--- config.mk ---
export PLATFORM = sky130hd
export DESIGN_NAME = simple_risc_muldiv
export DESIGN_NICKNAME = d
export VERILOG_FILES = /design/src/rtl/simple_risc_muldiv.sv
export SDC_FILE = /design/constraint.sdc
export NUM_CORES = 1
export LEC_CHECK = 0
export ABC_AREA = 0
export CORE_UTILIZATION = 55
export DETAILED_ROUTE_END_ITERATION = 6
export GPL_TIMING_DRIVEN = 0
export PLACE_DENSITY = 0.86
export SLEW_MARGIN = 10
export SYNTH_ARGS = -nofsm -noshare
export SYNTH_HDL_FRONTEND = slang
export SYNTH_SLANG_ARGS = --single-unit
export TNS_END_PERCENT = 30
--- constraint.sdc ---
create_clock -name Clk -period 4.85 [get_ports Clk]
set_input_delay 1.455 -clock Clk [delete_from_list [all_inputs] [get_ports Clk]]
set_output_delay 1.455 -clock Clk [all_outputs]
set_load 0.1 [all_outputs]
--- src/rtl/simple_risc_muldiv.sv ---
// Iterative multiply/divide unit: shift-add multiply and restoring
// divide, one result bit per cycle, with abort and divide-by-zero.
module simple_risc_muldiv #(
    parameter int WIDTH  = 32,
    parameter int SIGNED = 1
) (
    input  logic             Clk,
    input  logic             reset,
    input  logic             start,
    input  logic [1:0]       op,
    input  logic [WIDTH-1:0] op1,
    input  logic [WIDTH-1:0] op2,
    input  logic             abort,
    output logic             busy,
    output logic             done,
    output logic [WIDTH-1:0] result,
    output logic             div_by_zero
);

    localparam int CW = (WIDTH > 1) ? $clog2(WIDTH) : 1;
    localparam logic [CW-1:0] CNT_LOAD = CW'(WIDTH - 1);

    localparam logic [1:0] OP_MUL  = 2'b00;
    localparam logic [1:0] OP_DIV  = 2'b01;
    localparam logic [1:0] OP_MOD  = 2'b10;
    localparam logic [1:0] OP_MULH = 2'b11;

    typedef enum logic [1:0] {
        IDLE = 2'd0,
        CALC = 2'd1,
        FIN  = 2'd2
    } state_t;

    state_t state, state_nx;

    logic [1:0]       op_q;
    logic             neg_a_q;
    logic             neg_b_q;
    logic [WIDTH-1:0] hi_q;
    logic [WIDTH-1:0] lo_q;
    logic [WIDTH-1:0] b_q;
    logic [CW-1:0]    cnt_q;

    logic             neg_a;
    logic             neg_b;
    logic [WIDTH-1:0] mag_a;
    logic [WIDTH-1:0] mag_b;
    logic             in_mul;
    logic             in_div;
    logic             accept;
    logic             dz;
    logic             last;

    logic [WIDTH:0]   add_sum;
    logic [WIDTH-1:0] mul_hi_nx;
    logic [WIDTH-1:0] mul_lo_nx;
    logic [WIDTH:0]   shifted;
    logic             q_bit;
    logic [WIDTH-1:0] diff;
    logic [WIDTH-1:0] div_hi_nx;
    logic [WIDTH-1:0] div_lo_nx;
    logic [WIDTH-1:0] hi_nx;
    logic [WIDTH-1:0] lo_nx;

    logic [2*WIDTH-1:0] prod;
    logic [2*WIDTH-1:0] prod_s;
    logic [WIDTH-1:0]   quot_s;
    logic [WIDTH-1:0]   rem_s;
    logic [WIDTH-1:0]   final_res;

    assign neg_a = (SIGNED != 0) && op1[WIDTH-1];
    assign neg_b = (SIGNED != 0) && op2[WIDTH-1];
    assign mag_a = neg_a ? -op1 : op1;
    assign mag_b = neg_b ? -op2 : op2;

    assign in_mul = (op == OP_MUL) || (op == OP_MULH);
    assign in_div = (op == OP_DIV) || (op == OP_MOD);
    assign accept = (state != CALC) && start && !abort;
    assign dz     = accept && in_div && (op2 == '0);
    assign last   = (cnt_q == '0);

    assign busy = (state == CALC);
    assign done = (state == FIN);

    // Multiply step: conditionally add multiplicand, shift {hi,lo} right.
    assign add_sum   = {1'b0, hi_q} + (lo_q[0] ? {1'b0, b_q} : '0);
    assign mul_hi_nx = add_sum[WIDTH:1];
    assign mul_lo_nx = {add_sum[0], lo_q[WIDTH-1:1]};

    // Divide step: shift in next dividend bit, subtract if it fits.
    assign shifted   = {hi_q, lo_q[WIDTH-1]};
    assign q_bit     = (shifted >= {1'b0, b_q});
    assign diff      = shifted[WIDTH-1:0] - b_q;
    assign div_hi_nx = q_bit ? diff : shifted[WIDTH-1:0];
    assign div_lo_nx = {lo_q[WIDTH-2:0], q_bit};

    assign hi_nx = (op_q[0] == op_q[1]) ? mul_hi_nx : div_hi_nx;
    assign lo_nx = (op_q[0] == op_q[1]) ? mul_lo_nx : div_lo_nx;

    // Sign correction on magnitudes; most-negative / -1 wraps back
    // to most-negative and leaves a zero remainder without a special case.
    assign prod   = {hi_nx, lo_nx};
    assign prod_s = (neg_a_q ^ neg_b_q) ? -prod : prod;
    assign quot_s = (neg_a_q ^ neg_b_q) ? -lo_nx : lo_nx;
    assign rem_s  = neg_a_q ? -hi_nx : hi_nx;

    // Select the completed result half or quotient/remainder.
    always_comb begin
        final_res = '0;
        unique case (1'b1)
            (op_q == OP_MUL):  final_res = prod_s[WIDTH-1:0];
            (op_q == OP_MULH): final_res = prod_s[2*WIDTH-1:WIDTH];
            (op_q == OP_DIV):  final_res = quot_s;
            (op_q == OP_MOD):  final_res = rem_s;
            default:           final_res = '0;
        endcase
    end

    // State register.
    always_ff @(posedge Clk or negedge reset) begin
        if (!reset) begin
            state <= IDLE;
        end else begin
            state <= state_nx;
        end
    end

    // Next-state: abort wins, zero divisor bypasses CALC.
    always_comb begin
        state_nx = state;
        unique case (state)
            IDLE, FIN: begin
                if (abort) begin
                    state_nx = IDLE;
                end else if (start) begin
                    state_nx = dz ? FIN : CALC;
                end else begin
                    state_nx = IDLE;
                end
            end
            CALC: begin
                if (abort) begin
                    state_nx = IDLE;
                end else if (last) begin
                    state_nx = FIN;
                end else begin
                    state_nx = CALC;
                end
            end
            default: state_nx = IDLE;
        endcase
    end

    // Operand latch, iteration registers and result update.
    always_ff @(posedge Clk or negedge reset) begin
        if (!reset) begin
            op_q        <= OP_MUL;
            neg_a_q     <= 1'b0;
            neg_b_q     <= 1'b0;
            hi_q        <= '0;
            lo_q        <= '0;
            b_q         <= '0;
            cnt_q       <= '0;
            result      <= '0;
            div_by_zero <= 1'b0;
        end else if (accept) begin
            op_q    <= op;
            neg_a_q <= neg_a;
            neg_b_q <= neg_b;
            cnt_q   <= CNT_LOAD;
            hi_q    <= '0;
            lo_q    <= in_mul ? mag_b : mag_a;
            b_q     <= in_mul ? mag_a : mag_b;
            if (dz) begin
                result      <= (op == OP_DIV) ? '1 : op1;
                div_by_zero <= 1'b1;
            end
        end else if (busy && !abort) begin
            hi_q  <= hi_nx;
            lo_q  <= lo_nx;
            cnt_q <= cnt_q - CW'(1);
            if (last) begin
                result      <= final_res;
                div_by_zero <= 1'b0;
            end
        end
    end

endmodule

### After elaboration in Yosys (flattened, before gate mapping)

Cells that the tools add are included.

* bits in registers: 140
* input port bits: 70
* word-level logic and storage cells: 81

* add/subtract/negate cells: 8
* $lt $le $gt $ge: 1
* equal/unequal tests: 11
* mux-type cells: 33
* bitwise logic cells: 1
* reduce and logical (&&, ||, !) cells: 17

Operators by type and width (count)
* two-way mux 32 bit: 19
* negator 32 bit: 4
* case mux 32 bit (4 select lines): 1
* two-way mux 64 bit: 1
* negator 64 bit: 1
* adder 32 x 32 -> 33 bit: 1
* >= comparator 33 x 32 -> 1 bit: 1
* logical NOT 32 bit: 1
* subtractor 32 bit: 1
* == test 2 bit (second input constant): 5
* two-way mux 2 bit: 5
* two-way mux 5 bit: 2
* == test 2 x 1 -> 1 bit (second input constant): 3
* logical NOT 2 bit: 3
* logical AND 1 bit: 5
* logical NOT 5 bit: 1
* subtractor 5 x 1 -> 5 bit (second input constant): 1
* two-way mux 1 bit: 4
* != test 2 x 1 -> 1 bit (second input constant): 2
* case mux 2 bit (2 select lines): 1
* nonzero test 2 bit: 2
* AND reduction 3 bit: 1
* logical OR 1 bit: 2
* OR reduction 2 bit: 1
* 3 further kinds: 3

### Longest topological paths before layout

Gate-level depths: netlist (run 1).

* word-level depth: 9
* depth in mapped cells: 23

### Worst setup path before layout (run 1)

No wires, ideal clock.

* kind: register to register
* start point: reg hi_q[17]
* end point: reg result[28]
* setup time: 123 ps
* arrival: 4587 ps
* data required time: 4727 ps
* setup slack: 140 ps
* cell stages (with the launch flop): 20
* path buffers: 2
* period minus slack after synthesis: 4710 ps
* path through: dfrtp_1 -> ha_1 -> buf_2 -> nand3_1 -> nor4_1 -> a41oi_2 -> nand3_1 -> clkbuf_1 -> o31ai_1 -> a2bb2oi_1 -> inv_1 -> ha_1 -> or4b_4 -> nor4_4 -> nand4_1 -> or3_4 -> o31ai_1 -> xnor2_1 -> a221oi_2 -> nor2_1

* word-level cells in the longest chain between the ends: 9
* elaborated cells between the ends (all ways): 16

Ends and longest elaborated chain
* start, declared: line 39 `logic [WIDTH-1:0] hi_q;`
* start signal, assigned: line 179 `hi_q <= hi_nx;`
* subtractor 32 bit or >= comparator 33 x 32 -> 1 bit (tied branches): line 93, 92
* two-way mux 32 bit: line 94 `assign div_hi_nx = q_bit ? diff : shifted[WIDTH-1:0];`
* two-way mux 32 bit: line 97 `assign hi_nx = (op_q[0] == op_q[1]) ? mul_hi_nx : div_hi_nx;`
* negator 64 bit or negator 32 bit (tied branches): line 103, 105
* two-way mux 64 bit or two-way mux 32 bit (tied branches): line 103, 105
* case mux 32 bit (4 select lines) *: line 110 `unique case (1'b1)`
* two-way mux 32 bit *: line 182 `if (last) begin`
* two-way mux 32 bit *: line 178 `end else if (busy && !abort) begin`
* two-way mux 32 bit *: line 166 `end else if (accept) begin`
* end signal, assigned: line 175 `result <= (op == OP_DIV) ? '1 : op1;`
* end signal, assigned: line 183 `result <= final_res;`
* end, declared: line 16 `output logic [WIDTH-1:0] result,`

Every way passes the cells marked *; elsewhere a longest branch is shown, timed or not. The select of a mux whose other input is x is not followed.
A chain may end at the register's enable or synchronous reset.

### Worst setup path after layout (run 1)

* start point: reg op_q[0]
* end point: reg result[28]

* word-level cells in the longest chain between the ends: 8
* elaborated cells between the ends (all ways): 17

Ends and longest elaborated chain
* start, declared: line 36 `logic [1:0] op_q;`
* start signal, assigned: line 167 `op_q <= op;`
* == test 1 bit: line 97, 98
* two-way mux 32 bit, on equally long branches: line 98, 97
* negator 64 bit (tied with other cells): line 103 `assign prod_s = (neg_a_q ^ neg_b_q) ? -prod : prod;`
* two-way mux 64 bit (tied with other cells): line 103
* case mux 32 bit (4 select lines) *: line 110
* two-way mux 32 bit *: line 182
* two-way mux 32 bit *: line 178
* two-way mux 32 bit *: line 166

Marks and branches as above.

==> impl_metrics.yaml, run 1 <==
routing:
  wire_per_inst_um: 26.1
  drt_iter0_markers: 2362
  vias: 19050
  drc: 2
  dr.pass1.iters: 7
  finalWirelength_um: 72300
  vias_per_cell: 6.88
  ant_nets: 0
die:
  fp.coreArea_sq_um: 28000
  die_x_um: 171
  die_h_um: 171
  rows: 61
  io_pins: 105
  fp.dieArea_sq_um: 29300
  start_util_pct: 56.2
logic_synthesis:
  synth-async-reset-ratio_pct: 100
  synth.area.top_cells: "dfrtp_1 (22%), o21ai_0 (9.1%), nand2_1 (6.8%)"
  synth_nets: 2323
  yosysUniqueCellTypes: 92
  ys.flop_type: "dfrtp_1"
  ys_ff_latch: 140
  synth_top_area_share_pct: 22.2
  synth_seq_area_share_pct: 22.2
  syn_area_sq_um: 15800
  synth_commonest_cells: "nand2_1 (286), o21ai_0 (286), a21oi_1 (184)"
  synth_largest_area_cell: "dfrtp_1"
  synthCells: 2177
  synth-edff-count: 0
  yosys_warnings: 0
  synth_area_per_cell_sq_um: 7.24
setup_path:
  arrival_ns: 5.31
  critPathLaunchType: "flip-flop"
  crit_required_ns: 5.17
  worstPathMaxFanout: 10
  worstSetupPathType: "reg2reg"
  critPathCaptureType: "flip-flop"
global_routing:
  grtUsageMet2_pct: 74.6
  grt_pass1_wl_um: 106000
  grt_max_degree: 74
  antenna_found_initial: 4
  use_met3_pct: 14.4
  grt.overflow.total: 0
  grtUsageMet1_pct: 57.9
  grt_pass1_vias: 17933
  grt.busiest_layer: "met2"
  gr-usage-all-layers_pct: 49.2
clock_network:
  clk_latency_ns: 0.45
  cts_buffers: 17
  cts_buffer_depth: 2
  clkTransAtPathRegs_ns: 0.06
  cts_sinks: 140
  cts_tree: "built"
  htreeDepth: 4
  root_buffer: "clkbuf_16"
layout:
  layout-drive-gt1-share_pct: 15.4
  syn2layout_area_growth_pct: 25.8
  regArea_sq_um: 3520
  final_area_sq_um: 19800
  nFillCells: 2371
  multi_input_area_sq_um: 12500
  nets: 2522
sta:
  drv_slew: 0
  skew_ns: 0.0136
  layout_min_cycle_time_ns: 4.98
  rsz0062_at_grt: "true"
  setup_ws_ns: -0.134
  fmax_mhz: 201
  setup_violations: 2
  worstMarginPinSlew_ns: 1.22
  finalHoldViolCount: 0
  post-route-period-util_pct: 103
  slew-limit-headroom_pct: 17.8
pwr:
  cellPowerDensity_nw_per_um2: 796
  total_leakage_power_uw: 0.00800
  ir_drop_mv: 0.516
placed_design:
  pre_cts_slack_ns: -2.36
  place_area_sq_um: 17300
  place.gp.congestion: 1.14
  io_buffers: 104
  place_hpwl_um: 54100
run:
  maxCapViolations: 0
status:
  violations: "design-rule violations, negative setup slack"
  status: "finished, violations left"
hold_path:
  hp-class: "reg2reg"
## critical path, stage by stage (launching register included)
cell and delay (ns):
dfrtp_1 0.37, inv_1 0.12, ha_4 0.40, buf_6 0.23, buf_6 0.24, buf_6 0.23, buf_6 0.26, buf_8 0.24
a31oi_4 0.13, inv_2 0.11, ha_4 0.13, or4b_4 0.46, nor4_4 0.18, nand4_1 0.26, or3_4 0.45, o41ai_4 0.33
xnor2_1 0.16, a221oi_2 0.42, nor2_1 0.10
## per-layer routing
layer | vias up | share of wire, %
met3 | 419 | 12
met4 | 6 | 9.3
met1 | 8812 | 36
met2 | 1473 | 43
li1 | 8340 | -
met5 | - | 0.055
## metrics by stage
step,hold WS (ns),setup TNS [ns],instances,power [uW],utilization [%]
floorplan,0.464,0,2177,9010,-
global placement,0.469,-544.98,2659,11800,61.6
detailed placement,0.472,-68.34,2660,12000,61.8
CTS,0.494,-0.0138,2747,14700,69.0
global route,0.517,-0.298,2765,16400,70.7
finish,0.493,-0.150,2767,15800,70.8
## worst paths after layout
kind	start	end	slack, ns	cells past startpoint
max in group asynchronous	reset	b_q[4]$_DFFE_PN0P_	3.10	2
min in group asynchronous	reset	result[28]$_DFFE_PN0P_	0.94	1
worst min register to register	div_by_zero$_DFFE_PN0P_	div_by_zero$_DFFE_PN0P_	0.49	1
worst min-delay path	div_by_zero$_DFFE_PN0P_	div_by_zero$_DFFE_PN0P_	0.49	1
worst max register to register	op_q[0]$_DFFE_PN0P_	result[28]$_DFFE_PN0P_	-0.13	18
worst max-delay path	op_q[0]$_DFFE_PN0P_	result[28]$_DFFE_PN0P_	-0.13	18
## cells by family (layout without fill, tap and decap cells)
group / after synthesis / count (layout) / share of synthesized area [%]
and+or+nand+nor: 767 / 767 / 23.4
AOI/OAI and AO/OA: 761 / 761 / 29.9
buffers and inverters: 209 / 419 / 5.32
xor gates and xnor gates: 169 / 169 / 9.40
DFF: 140 / 140 / 22.2
adders and majority gates: 76 / 76 / 6.13
muxes: 55 / 55 / 3.57
other: 0 / 2 / 0
## registers in the layout, summed over array words and instances, names as in the netlist
register / count
b_q: 32
hi_q: 32
lo_q: 32
result: 32
cnt_q: 5
op_q: 2
state: 2
div_by_zero: 1
neg_a_q: 1
neg_b_q: 1
## layout make-up
type                       count  area share, %
clock inverter                 7          0.461
tap                          378           2.39
multi-input combinational   1828           63.3
buffer                       126           3.68
timing repair buffer         185           8.56
inverter                      78           1.50
sequential                   140           17.8
antenna                        2         0.0252
clock buffer                  23           2.36
## power breakdown
part	internal (uW)	leakage, uW	switching [uW]
Sequential	1590	0.00176	494
Clock	776	0.000273	550
Combinational	4440	0.00597	7920
## what timing repair did
item                                    4_1_cts  5_1_grt
pin swaps                                    42       34
endpoints found under the setup margin       57       38
hold buffers                                  0        0
hold endpoints to repair                      0        0
setup buffers                                62       18
resized for setup                           240       82
## layout by cell type (no fill, tap or decap), drive strengths merged, types with 25 or more instances in the layout
cell type	instances
a211oi	26
a21oi	184
a31oi	33
and2	40
buf	114
clkbuf	116
clkdlybuf4s50	102
dfrtp	140
ha	74
inv	76
mux2i	45
nand2	287
nand3	41
nand4	25
nor2	173
nor3	49
o211ai	25
o21ai	287
o31ai	32
or3	30
xnor2	106
xor2	63
Note: power is estimated with default switching activity, not from simulation.
==> inputs of run 2 (changes only) <==
--- a/config.mk
+++ b/config.mk
@@ -6,10 +6,10 @@
 export NUM_CORES = 1
 export LEC_CHECK = 0
 export ABC_AREA = 0
-export CORE_UTILIZATION = 55
+export CORE_UTILIZATION = 45
 export DETAILED_ROUTE_END_ITERATION = 6
 export GPL_TIMING_DRIVEN = 0
-export PLACE_DENSITY = 0.86
+export PLACE_DENSITY = 0.74
 export SLEW_MARGIN = 10
 export SYNTH_ARGS = -nofsm -noshare
 export SYNTH_HDL_FRONTEND = slang
==> run 2 against run 1 <==
The flow finishes with violations (negative setup slack); global-route usage shrank 8.1 points; non-clock buffer count up 18; critical path depth is the same; worst hold slack got worse by 0.0045 ns; clock power grew 7%; power rose by 3.9%; worst setup slack improved by 0.081 ns; utilization is 12 points lower; sequential power is essentially flat; clock-buffer cell count decreased by 4; critical path type unchanged; critical endpoint unchanged; largest cell class unchanged.
==> impl_metrics.yaml, run 2 (same netlist as run 1, synthesis figures left out) <==
status:
  status: "finished, violations left"
  violations: "negative setup slack"
sta:
  setup_ws_ns: -0.0524
  post-route-period-util_pct: 101
  worstMarginPinSlew_ns: 1.20
  slew-limit-headroom_pct: 19.5
  skew_ns: 0.0135
  layout_min_cycle_time_ns: 4.90
  finalHoldViolCount: 0
  fmax_mhz: 204
  drv_slew: 0
  rsz0062_at_grt: "true"
  setup_violations: 2
die:
  die_h_um: 189
  die_x_um: 189
  rows: 68
  io_pins: 105
  fp.coreArea_sq_um: 34500
  start_util_pct: 45.7
  fp.dieArea_sq_um: 35800
routing:
  finalWirelength_um: 74400
  drt_iter0_markers: 2035
  dr.pass1.iters: 6
  vias_per_cell: 6.50
  wire_per_inst_um: 26.0
  ant_nets: 0
  drc: 0
  vias: 18611
placed_design:
  pre_cts_slack_ns: -2.57
  place_area_sq_um: 17400
  place_hpwl_um: 57500
  place.gp.congestion: 0.999
  io_buffers: 104
  dp.cells: 2738
layout:
  fin_cells: 2863
  regArea_sq_um: 3530
  syn2layout_area_growth_pct: 29.2
  nFillCells: 3180
  nets: 2540
  mostFrequentLayoutCell: "nand2_1"
  final_cell_mix: "nand2_1 (279), o21ai_0 (267), nor2_1 (167), a21oi_1 (166), dfrtp_1 (120)"
  final_area_sq_um: 20400
  multi_input_area_sq_um: 12700
  layout-drive-gt1-share_pct: 17.7
global_routing:
  grt.overflow.total: 0
  use_met3_pct: 7.14
  grt_max_degree: 97
  gr-usage-all-layers_pct: 41.1
  grtUsageMet2_pct: 65.9
  grt_pass1_vias: 17871
  antenna_found_initial: 5
  grtUsageMet1_pct: 51.5
  grt_pass1_wl_um: 110000
  grt.busiest_layer: "met2"
setup_path:
  arrival_ns: 5.24
  worstPathMaxFanout: 10
  crit_required_ns: 5.18
  worstSetupPathType: "reg2reg"
  ff2ff_setup_slack_ns: -0.05
  critPathLaunchType: "flip-flop"
  startpoint: "op_q[1]$_DFFE_PN0P_"
  endpoint: "result[28]$_DFFE_PN0P_"
  critPathCaptureType: "flip-flop"
  reg2reg_from: "op_q[1]$_DFFE_PN0P_"
  r2r-end: "result[28]$_DFFE_PN0P_"
  ff2ff_path_depth: 18
clock_network:
  root_buffer: "clkbuf_16"
  cts_buffer_depth: 2
  cts_sinks: 140
  htreeDepth: 4
  cts_buffers: 17
  clk_latency_ns: 0.45
  cts_tree: "built"
  hold_buffers: 0
  clkTransAtPathRegs_ns: 0.07
pwr:
  cellPowerDensity_nw_per_um2: 805
  ir_drop_mv: 0.453
  total_leakage_power_uw: 0.00816
run:
  maxCapViolations: 0
hold_path:
  hp-class: "reg2reg"
run 2: changes by cell type in the layout (fill, tap and decap cells not counted), sizes merged, moves of 2 or more:
| cell | before | now |
|---|---|---|
| inv | 76 | 79 |
| clkinvlp | 1 | 3 |
| clkbuf | 116 | 112 |
| buf | 114 | 133 |
run 2: worst min-delay path by stage:
stage / startpoint / end / cells past startpoint
6_report: div_by_zero$_DFFE_PN0P_ / div_by_zero$_DFFE_PN0P_ / 1
2_1_floorplan: b_q[22]$_DFFE_PN0P_ / b_q[22]$_DFFE_PN0P_ / 2
3_5_place_dp: div_by_zero$_DFFE_PN0P_ / div_by_zero$_DFFE_PN0P_ / 1
5_1_grt: result[21]$_DFFE_PN0P_ / result[21]$_DFFE_PN0P_ / 2
4_1_cts: div_by_zero$_DFFE_PN0P_ / div_by_zero$_DFFE_PN0P_ / 1
3_3_place_gp: result[17]$_DFFE_PN0P_ / result[17]$_DFFE_PN0P_ / 2
run 2: worst max-delay path: stages (launching register included):
cell	delay, ns
dfrtp_1	0.38
inv_1	0.09
ha_2	0.45
buf_8	0.23
buf_8	0.22
buf_6	0.23
buf_6	0.25
buf_8	0.23
a31oi_4	0.11
inv_2	0.10
ha_4	0.13
or4b_4	0.46
nor4_4	0.18
nand4_1	0.25
or3_4	0.50
o41ai_4	0.35
xnor2_2	0.15
a221oi_4	0.33
nor2_1	0.09
run 2: power by group:
part | leakage [uW] | internal [uW] | total [uW] | switching [uW]
registers | 0.00175 | 1590 | 2100 | 512
logic | 0.00612 | 4700 | 12900 | 8150
clock network | 0.000296 | 839 | 1420 | 586
total | 0.00816 | 7130 | 16400 | 9250
run 2: area by class of cell:
class / instances / share of cell area (%)
antenna: 1 / 0.0123
buffer: 122 / 3.57
clock buffer: 19 / 2.23
clock inverter: 13 / 0.799
inverter: 78 / 1.46
multi-input combinational: 1828 / 62.6
sequential: 140 / 17.3
tap: 455 / 2.80
timing repair buffer: 207 / 9.17
run 2: what timing repair did:
| item | CTS | global route |
|---|---|---|
| buffers inserted | 68 | 33 |
| gates resized for setup | 246 | 130 |
| pin swaps | 39 | 45 |
| endpoints found under the setup margin | 56 | 40 |
run 2: stage by stage:
stage / util (%) / TNS (ns) / total power, uW / hold WS, ns
2_1_floorplan: - / 0 / 9010 / 0.464
3_3_place_gp: 50.4 / -568.49 / 12100 / 0.475
3_5_place_dp: 50.5 / -77.60 / 12200 / 0.465
4_1_cts: 56.8 / -0.0968 / 15200 / 0.489
5_1_grt: 59.1 / -0.795 / 17100 / 0.517
6_report: 59.1 / -0.102 / 16400 / 0.488
run 2: per-layer routing:
metal / vias to the layer above / wire [um]
met1: 8932 / 29300
met5: - / 0
met3: 267 / 6680
met2: 1039 / 33200
met4: 0 / 5240
li1: 8373 / -
